$ cat config.mk
export PLATFORM = sky130hd
export DESIGN_NAME = instruction_encoder
export DESIGN_NICKNAME = d
export VERILOG_FILES = /design/src/rtl/instruction_encoder.sv
export SDC_FILE = /design/constraint.sdc
export NUM_CORES = 1
export LEC_CHECK = 0
export CAP_MARGIN = 10
export CORE_ASPECT_RATIO = 1.75
export CORE_MARGIN = 5
export CORE_UTILIZATION = 46
export CTS_CLUSTER_DIAMETER = 150
export DETAILED_ROUTE_END_ITERATION = 16
export GPL_TIMING_DRIVEN = 0
export PLACE_DENSITY = 0.9
export RECOVER_POWER = 100
export SLEW_MARGIN = 5
export SYNTH_ARGS = -nofsm -noshare
export SYNTH_HDL_FRONTEND = slang
export SYNTH_SLANG_ARGS = --single-unit
$ cat constraint.sdc
create_clock -name Clk -period 2.2 [get_ports Clk]
set_input_delay 0.22 -clock Clk [delete_from_list [all_inputs] [get_ports Clk]]
set_output_delay 0.22 -clock Clk [all_outputs]
set_load 0.01 [all_outputs]
$ cat src/rtl/instruction_encoder.sv
// Packs field sets into program words and streams them to program memory.
// Optional running XOR of written words: INSTRUCTION_ENCODER_CHECKSUM_EN.
module instruction_encoder #(
  parameter int INS_WIDTH  = 16,
  parameter int ADDR_W     = 8,
  parameter int DEPTH      = 256,
  parameter int ALU_OP_MAX = 5
) (
  input  logic                 Clk,
  input  logic                 Rst,
  input  logic                 Start,
  input  logic                 In_Valid,
  output logic                 In_Ready,
  input  logic [1:0]           In_Sec,
  input  logic [2:0]           In_Op,
  input  logic [1:0]           In_RNum,
  input  logic [7:0]           In_Data,
  input  logic                 In_Last,
  output logic                 Prog_WE,
  output logic [ADDR_W-1:0]    Prog_Addr,
  output logic [INS_WIDTH-1:0] Prog_Data,
  output logic                 Busy,
  output logic                 Done,
  output logic                 Err,
  output logic [ADDR_W:0]      Word_Cnt
`ifdef INSTRUCTION_ENCODER_CHECKSUM_EN
  ,
  output logic [INS_WIDTH-1:0] Checksum
`endif
);

  typedef enum logic [1:0] {
    S_IDLE,
    S_LOAD,
    S_DONE
  } state_t;

  localparam logic [2:0]        OP_MAX    = 3'(ALU_OP_MAX);
  localparam logic [ADDR_W-1:0] LAST_ADDR = ADDR_W'(DEPTH - 1);

  state_t                 state_q;
  state_t                 state_d;
  logic [ADDR_W-1:0]      ptr_q;
  logic [ADDR_W:0]        cnt_q;
  logic                   err_q;
  logic                   we_q;
  logic [ADDR_W-1:0]      addr_q;
  logic [INS_WIDTH-1:0]   data_q;
  logic [INS_WIDTH-1:0]   word;
  logic                   xfer;
  logic                   legal;
  logic                   reg_src;
  logic                   at_last;

  assign In_Ready  = (state_q == S_LOAD) && !Start && !Rst;
  assign xfer      = In_Valid && In_Ready;
  assign Busy      = (state_q == S_LOAD);
  assign Done      = (state_q == S_DONE);
  assign Err       = err_q;
  assign Word_Cnt  = cnt_q;
  assign Prog_WE   = we_q;
  assign Prog_Addr = addr_q;
  assign Prog_Data = data_q;
  assign at_last   = (ptr_q == LAST_ADDR);

  // Legality and packing of the offered field set.
  always_comb begin
    legal   = 1'b0;
    reg_src = 1'b0;
    word    = '0;
    if (In_Sec == 2'd3) begin
      legal   = (In_Op <= 3'd4);
      reg_src = (In_Op == 3'd0) || (In_Op == 3'd3);
    end else begin
      legal   = (In_Op <= OP_MAX);
      reg_src = (In_Sec == 2'd0);
    end
    word[INS_WIDTH-1 -: 2] = In_Sec;
    word[INS_WIDTH-3 -: 3] = In_Op;
    if (reg_src) begin
      word[INS_WIDTH-6 -: 2] = In_RNum;
    end else begin
      word[7:0] = In_Data;
    end
  end

  // Session state register.
  always_ff @(posedge Clk) begin
    if (Rst) begin
      state_q <= S_IDLE;
    end else begin
      state_q <= state_d;
    end
  end

  // Session sequencing: Start always reopens, last word or full memory closes.
  always_comb begin
    state_d = state_q;
    if (Start) begin
      state_d = S_LOAD;
    end else begin
      unique case (state_q)
        S_IDLE: state_d = S_IDLE;
        S_LOAD: begin
          if (xfer && (In_Last || (legal && at_last))) begin
            state_d = S_DONE;
          end
        end
        S_DONE: state_d = S_DONE;
        default: state_d = S_IDLE;
      endcase
    end
  end

  // Write port, pointer, count and error flag.
  always_ff @(posedge Clk) begin
    if (Rst) begin
      we_q   <= 1'b0;
      addr_q <= '0;
      data_q <= '0;
      ptr_q  <= '0;
      cnt_q  <= '0;
      err_q  <= 1'b0;
    end else begin
      we_q <= 1'b0;
      if (Start) begin
        ptr_q <= '0;
        cnt_q <= '0;
        err_q <= 1'b0;
      end else if (xfer) begin
        if (legal) begin
          we_q   <= 1'b1;
          addr_q <= ptr_q;
          data_q <= word;
          cnt_q  <= cnt_q + 1'b1;
          if (!at_last) begin
            ptr_q <= ptr_q + 1'b1;
          end
        end else begin
          err_q <= 1'b1;
        end
      end
    end
  end

`ifdef INSTRUCTION_ENCODER_CHECKSUM_EN
  logic [INS_WIDTH-1:0] cs_q;

  assign Checksum = cs_q;

  // Running XOR of every word written this session.
  always_ff @(posedge Clk) begin
    if (Rst) begin
      cs_q <= '0;
    end else if (Start) begin
      cs_q <= '0;
    end else if (xfer && legal) begin
      cs_q <= cs_q ^ word;
    end
  end
`endif

endmodule
# Word-level counts from Yosys, hierarchy flattened
# Cells that the tools add are included.
[totals] reg_bits=44 in_bits=20 out_inout_bits=38 elab_cells=48
[op_classes] add_sub_neg=2 n_lt_le_gt_ge=2 eq_ne=7 mux=8 n_bitwise=4 reduce_logical=17
[op_table] operator="$add A9 B1 Y9 const B" n=1
[op_table] operator="$add A8 B1 Y8 const B" n=1
[op_table] operator="$eq A8 B8 Y1 const B" n=1
[op_table] operator="$mux W8" n=1
[op_table] operator="$le A3 B3 Y1 const B" n=2
[op_table] operator="$reduce_and A3 Y1" n=2
[op_table] operator="$logic_and A1 B1 Y1" n=5
[op_table] operator="$eq A2 B2 Y1 const B" n=2
[op_table] operator="$mux W1" n=4
[op_table] operator="$mux W2" n=2
[op_table] operator="$not A1 Y1" n=4
[op_table] operator="$pmux W2 S2" n=1
[op_table] operator="$reduce_and A2 Y1" n=2
[op_table] operator="$eq A3 B2 Y1 const B" n=1
[op_table] operator="$logic_not A3 Y1" n=1
[op_table] operator="$ne A3 B2 Y1 const B" n=1
[op_table] operator="$reduce_or A3 Y1" n=1
[op_table] operator="$eq A2 B1 Y1 const B" n=1
[op_table] operator="$logic_not A1 Y1" n=2
[op_table] operator="$logic_not A2 Y1" n=1
[op_table] operator="$logic_or A1 B1 Y1" n=2
[op_table] operator="$ne A2 B1 Y1 const B" n=1
[op_table] operator="$reduce_or A2 Y1" n=1

# Depth between registers and ports, before layout
# Gate-level depths: netlist of run 1.
[depth] depth_word=8 depth_mapped=9 ltp_nobuf=7

# Least setup slack after synthesis of run 1
# Ideal clock, no wire load.
[synth_path] path_type="register to register" from="register state_q[1]" to="register cnt_q[8] (netlist: Word_Cnt[8])" setup_time_ns=0.070 arrival_time_ns=1.715 slack_ns=0.415 stages_incl_launch_ff=8 period_less_slack_ns=1.785 cell_sequence="dfxtp_1 inv_1 ha_1 and4bb_1 nand3_2 buf_6 or4_1 a21oi_1"
[synth_via] elab_chain_len=5
[synth_rtl] item="from (decl)" line_no="41" rtl="state_t state_q;"
[synth_rtl] item="from (signal assigned)" line_no="92" rtl="state_q <= state_d;"
[synth_rtl] item="$eq A2 B1 Y1"
[synth_rtl] item="named net Busy" line_no="22" rtl="output logic Busy,"
[synth_rtl] item="$logic_and A1 B1 Y1 (2 in a row)" line_no="55" rtl="assign In_Ready = (state_q == S_LOAD) && !Start && !Rst;"
[synth_rtl] item="$logic_and A1 B1 Y1" line_no="56" rtl="assign xfer = In_Valid && In_Ready;"
[synth_rtl] item="$reduce_and A2 Y1 (no line)"
[synth_rtl] item="to (signal assigned)" line_no="135" rtl="cnt_q <= cnt_q + 1'b1;"
[synth_rtl] item="to (decl)" line_no="44" rtl="logic [ADDR_W:0] cnt_q;"
# The timed path passes the listed nets, and every way through them passes these cells.
# A chain may end at the register's enable or synchronous reset.

# Worst setup path after layout of run 1
[layout_path] from="input Start" to="output In_Ready"
[layout_via] elab_chain_len=3
[layout_rtl] item="from (decl)" line_no="11" rtl="input logic Start,"
[layout_rtl] item="$logic_not A1 Y1" line_no="55"
[layout_rtl] item="$logic_and A1 B1 Y1 (2 in a row)" line_no="55"
[layout_rtl] item="to (decl)" line_no="13" rtl="output logic In_Ready,"
# No other way between the ends.

==> run metrics, run 1 <==
Post-Synth Adder-Cell Area=2.61%; Final Hold Fails=0; initial antenna violation count=0; combinational family with the most area after synthesis=simple AND/OR/NAND/NOR gates; Synth Area in Compound Gates=roughly 17%; non-filler cells, final=about 340; grt ovf=0; layout cells sized above 1=slightly below 6%; DRC Markers=0; Die ar.=0.00562 sq mm; Mean Syn Cell Area=slightly above 8 sq um; vias in the first global route=~1800; register area share after synthesis=roughly 46%; die width=58.8 microns; Worst Path Max Fanout=14; Worst-Skew Late Latency=about 0.3 ns; Tcrit/Tclk final=between 90% and 100%; CTS Sinks=44; CTS Buf Count=5; final worst setup slack=0.172 ns; RSZ-0062 raised after global routing=false; Syn Nets=between 200 and 300; GPL Wtd Cong=slightly below 0.9; clk slew on worst S/H paths=around 0.08 ns; Mapped Area=0.00192 sq mm; Die H=around 95 microns; first-pass GRT wire length=about 8200 microns; Main synth FF type=dfxtp_1; total track usage=18.8%; largest cells by area after synthesis=dfxtp_1, nand2_1, a21oi_1, nand3_1, ha_1; worst clock skew=between 0.006 and 0.007 ns; Ports=58; TNS Setup=0 ns; CTS tree=done; Critical Path Start Type=primary input; layout net count=around 320; endpoints failing setup=0; vias per cell=~5.6; fin util=approximately 65%; Warnings, synthesis=0; Worst setup EP type=output port; highest clock rate=0.493 GHz; Slew @ Worst Pin=about 0.66 ns; Hold Path Class=in2reg; largest net degree at the start of global routing=15; CP Data Arrival Time=1.81 ns; Max VDD drop=approximately 0.50 mV; P_leak=1.04 nW; Placement Setup Slack=-0.274 ns; Inserted Diodes=0; # fillers=358; Starting Density=approximately 47%; placed cells=around 340; CTS Buffer Depth=2; FP Rows=31; power density cells=620 mW/mm^2; gate count of the mapped netlist=approximately 230; simple-gate share of the synthesized area=~25%; synth unique cells=40; post-synth top area share=roughly 46%; Vias=1898; area leader, netlist=dfxtp_1; htree depth=2; DRT antenna net count=0; CTS root buf=clkbuf_8; Core ar.=0.00411 sq mm; outcome=finished clean; Post-CTS Hold Buffers=0; final wirelength=slightly above 5000 microns; Min Hold Slack=between 0.3 and 0.4 ns; ys async rst share=0%; critical setup path kind=in2out; #FFs+latches synth=between 40 and 50; post-CTS setup buffers=0; Max-cap violations=0; Pins Over Slew Limit=0; most frequent cells in the layout=dfxtp_1, nand2_1, dlygate4sd3_1; port bufs=55; Seq. cell area=between 800 and 900 sq um; WP data required=between 1.5 and 2 ns; xor/xnor share of the synthesized area=about 2.3%; HPWL after detailed placement=3800 microns; area of the multi-input gates=roughly 940 sq um; initial drt markers=47; area delta synth->final=38.3%; fin crit period=slightly above 2 ns; post-synthesis mux area share=about 2.1%; Post-synth EDFFs=0; WL per Instance=between 15 and 20 microns; DR pass1 iterations=4; slew margin rel.=roughly 55%
-- worst max-delay path: stages --
cell and delay (ns):
clkdlybuf4s50_1 0.55, or2_4 0.39, nor2_1 0.11, clkdlybuf4s50_1 0.54
-- what timing repair did --
item	CTS	global route
endpoints found under the setup margin	1	1
cloned	0	0
resized for setup	0	1
-- synth_stat cells (all sizes together), types with 2 or more instances --
library cell	n
a211oi	4
a21oi	29
a31oi	2
and3	2
buf	6
clkbuf	8
dfxtp	44
ha	4
inv	8
mux2i	4
nand2	44
nand3	22
nand4	5
nor2	10
o21ai	4
o22ai	2
o311ai	2
o31ai	2
or2	2
or3	6
or4	3
xnor2	3
xor2	2
-- cell type report --
class	instances	share of cell area, %
Timing Repair Buffer	55	20.7
Clock buffer	5	2.59
Sequential cell	44	33.2
Tap cell	49	2.31
Buffer	12	2.26
Inverter	8	1.13
Multi-Input combinational cell	166	35.5
Clock inverter	2	2.26
-- per-layer routing --
layer | routed length [microns] | GRT usage [%] | share of wire, %
met1 | 1910 | 20.3 | 37
met2 | 2910 | 34.7 | 56
met3 | 254 | 3.25 | 4.9
met4 | 85 | 7.75 | 1.6
met5 | 0 | 0 | 0
-- kinds of logic after synthesis --
| kind of cell | count (synthesis) |
|---|---|
| and+or+nand+nor | 100 |
| AOI/OAI and AO/OA | 52 |
| DFF | 44 |
| buffers and inverters | 22 |
| xor gates and xnor gates | 5 |
| adders and majority gates | 4 |
| muxes | 4 |
| other | 1 |
-- through the flow --
| step | total power, mW | area [sq um] |
|---|---|---|
| 6_report | 1.65 | 2650 |
| 5_1_grt | 1.68 | 2650 |
| 4_1_cts | 1.64 | 2650 |
| 3_5_place_dp | 0.941 | 2530 |
| 3_3_place_gp | 0.939 | 2530 |
| 2_1_floorplan | 0.876 | 1920 |
-- flip-flops by register name, summed over array words and instances (netlist names) --
register,flops
Word_Cnt,9
Prog_Data,15
Prog_Addr,8
state_q,2
Prog_WE,1
ptr_q,8
Err,1
-- worst paths after layout --
| path | start | endpoint | slack, ns | cells after the start |
|---|---|---|---|---|
| setup reg to reg | state_q[0]$_SDFFE_PP0P_ | Prog_Addr[2]$_SDFFE_PP0P_ | 0.17 | 8 |
| hold reg to reg | Prog_Data[5]$_SDFFE_PP0P_ | Prog_Data[5]$_SDFFE_PP0P_ | 0.45 | 2 |
| setup / recovery | Start | In_Ready | 0.17 | 4 |
| hold / removal | In_Op[2] | Err$_SDFFE_PP0P_ | 0.38 | 3 |
-- power by group --
group / switching [mW] / total, mW / internal (mW)
registers: 0.00332 / 0.804 / 0.801
clock network: 0.278 / 0.725 / 0.447
logic: 0.0602 / 0.116 / 0.0560
total: 0.342 / 1.65 / 1.30
(Power assumes the default switching activity.)
==> run 2: changes to the inputs <==
ABC_AREA = 1   (was default)
CAP_MARGIN = default   (was 10)
CORE_UTILIZATION = 48   (was 46)
PLACE_DENSITY = 0.91   (was 0.9)
SKIP_CTS_REPAIR_TIMING = 1   (was default)
==> run metrics, run 2 <==
Cell Chain, Critical Path=clkdlybuf4s50_1 -> nor2_2 -> nand2_2 -> inv_1 -> dlygate4sd3_1; endpoints failing setup=0 (unchanged); FF-to-FF path depth=8 (unchanged); CTS root buf=clkbuf_8; # fillers=378 (+5.6%); Crit-path slowest cell=dlygate4sd3_1; Final Hold Fails=0 (unchanged); Mapped Area=0.00214 sq mm (+12%); die width=60.5 microns (+2.8%); WL per Instance=12.5 microns (-17%); FP Rows=32 (+3.2%); first-pass GRT wire length=8880 microns (+8.3%); WP data required=1.98 ns (about the same); htree depth=2 (unchanged); Starting Density=49.1% (+2.4 points); clk slew on worst S/H paths=0.08 ns (about the same); synth unique cells=31 (-23%); CP peak stage delay=0.59 ns (+0.04 ns); Post-synth EDFFs=0 (unchanged); CP Data Arrival Time=1.75 ns (-0.06 ns); largest cells by area after synthesis=dfxtp_1, nand2_1, nor2_1, inv_1, a21oi_1; cell with the most instances after synthesis=nand2_1; Hold Path Class=reg2reg; area leader, netlist=dfxtp_1; power density cells=556 mW/mm^2 (-10%); Warnings, synthesis=0 (unchanged); critical setup path kind=in2out; most common library cells after synthesis=nand2_1, dfxtp_1, nor2_1; total track usage=19.1% (+0.34 points); gate count of the mapped netlist=304 (+31%); HPWL after detailed placement=3950 microns (+4.1%); initial drt markers=52 (+11%); ys async rst share=0% (unchanged); layout cells sized above 1=5.71% (-0.12 points); Mean Syn Cell Area=7.04 sq um (-15%); layout net count=391 (+24%); grt ovf=0 (unchanged); post-synth top area share=41.1% (-4.7 points); GPL Wtd Cong=0.854 (-2.9%); reg-to-reg slack, setup=0.41 ns (+0.24 ns); highest clock rate=0.507 GHz (+2.9%); max reg flops=15 (unchanged); CTS Sinks=44 (unchanged); CTS tree=done; vias per cell=5.06 (-9.1%); P_leak=1.32 nW (+26%); Final Cell Area=0.00286 sq mm (+7.9%); Critical Path Start Type=primary input; vias in the first global route=2072 (+13%); Worst Path Max Fanout=7 (-7); DR pass1 iterations=4 (unchanged); placed inst area=0.00277 sq mm (+9.2%); Tcrit/Tclk final=89.6% (-2.6 points); fin crit period=1.97 ns (-0.0563 ns); Syn Nets=328 (+28%); worst clock skew=0.00959 ns (+0.00349 ns); Hold Path Depth=2 (-1); outcome=finished clean; Worst setup EP type=output port; most frequent cells in the layout=nand2_1, dfxtp_1, nor2_1; largest net degree at the start of global routing=16 (+1); RSZ-0062 raised after global routing=false; Die ar.=0.00595 sq mm (+5.9%); area delta synth->final=33.8%; Die H=98.3 microns (+3.0%); crit path buf inv count=3 (+1); Inserted Diodes=0 (unchanged); commonest non-fill, non-tap cell in the layout=nand2_1; Levels on crit path=5 (+1); area of the multi-input gates=0.00101 sq mm (+6.8%); Worst-Skew Late Latency=0.30 ns (about the same); CTS Buffer Depth=2 (unchanged); DRC Markers=0 (unchanged); CTS Buf Count=5 (unchanged); port bufs=56 (+1.8%); Main synth FF type=dfxtp_1; Seq. cell area=881 sq um (unchanged); Ports=58 (unchanged); Vias=2119 (+12%); #FFs+latches synth=44 (unchanged); register area share after synthesis=41.1% (-4.7 points); final wirelength=5240 microns (+1.7%); Max VDD drop=0.637 mV (+28%); Top delay family on crit path=buffers and inverters; DRT antenna net count=0 (unchanged); initial antenna violation count=0 (unchanged); Core ar.=0.00436 sq mm (+6.1%); Pins Over Slew Limit=0 (unchanged); Max-cap violations=0 (unchanged); TNS Setup=0 ns (unchanged)
-- run 2: path summary, 6_finish.rpt --
check / start / end
max: Rst / In_Ready
min: Prog_Data[10]$_SDFFE_PP0P_ / Prog_Data[10]$_SDFFE_PP0P_
min reg2reg: Prog_Data[10]$_SDFFE_PP0P_ / Prog_Data[10]$_SDFFE_PP0P_
max reg2reg: state_q[1]$_SDFFE_PP0P_ / Prog_Addr[4]$_SDFFE_PP0P_
-- run 2: report_power, final --
group          switching [mW]  internal [mW]
Combinational          0.0726         0.0711
Clock                   0.293          0.342
Sequential            0.00564          0.806
-- run 2: cell families after synthesis --
kind of cell | after synthesis | synth area share (%)
XOR/XNOR | 6 | 2.45
flip-flops | 44 | 41.1
AND/OR/NAND/NOR | 144 | 29.1
other | 1 | 0.175
AO/OA/AOI/OAI | 54 | 13.7
buffers and inverters | 51 | 11.0
adder cells (fa/ha/maj) | 4 | 2.34
-- run 2: metal layers --
layer,GRT usage [%],wire length (microns),part of all wire (%),vias up
met5,0,0,0,-
met4,8.68,105,2.0,0
met3,4.50,244,4.7,9
met2,34.6,2940,56,53
met1,19.7,1960,37,973
li1,-,-,-,1084
-- run 2: worst reg2reg max path, stage by stage (launching register included) --
cell and delay (ns):
dfxtp_1 0.33, inv_1 0.08, ha_1 0.19, nand2_2 0.07, nor2_1 0.37, nand2_4 0.19, clkbuf_2 0.23, o21ai_0 0.19
nor2_1 0.05
-- run 2: layout make-up --
| class | count | share of cell area (%) |
|---|---|---|
| buffer | 13 | 3.10 |
| clock inverter | 3 | 1.66 |
| tap | 51 | 2.23 |
| sequential | 44 | 30.8 |
| multi-input combinational | 209 | 35.1 |
| inverter | 38 | 5.16 |
| timing repair buffer | 56 | 19.6 |
| clock buffer | 5 | 2.40 |
-- run 2: metrics by stage --
step | hold slack (ns) | util (%) | std cells | setup WS [ns] | total power, mW
3_5_place_dp | 0.461 | 63.4 | 411 | 0.137 | 0.980
5_1_grt | 0.498 | 65.6 | 419 | 0.0581 | 1.65
6_report | 0.470 | 65.6 | 419 | 0.229 | 1.59
4_1_cts | 0.473 | 66.0 | 419 | 0.230 | 1.61
2_1_floorplan | 0.289 | - | 304 | 0.792 | 0.903
3_3_place_gp | 0.455 | 63.4 | 411 | 0.184 | 0.975
==> run 3: changes to the inputs <==
SLEW_MARGIN = default   (was 5)
==> results of run 3 <==
The final DEF is identical to that of run 2; final timing and power are the same.
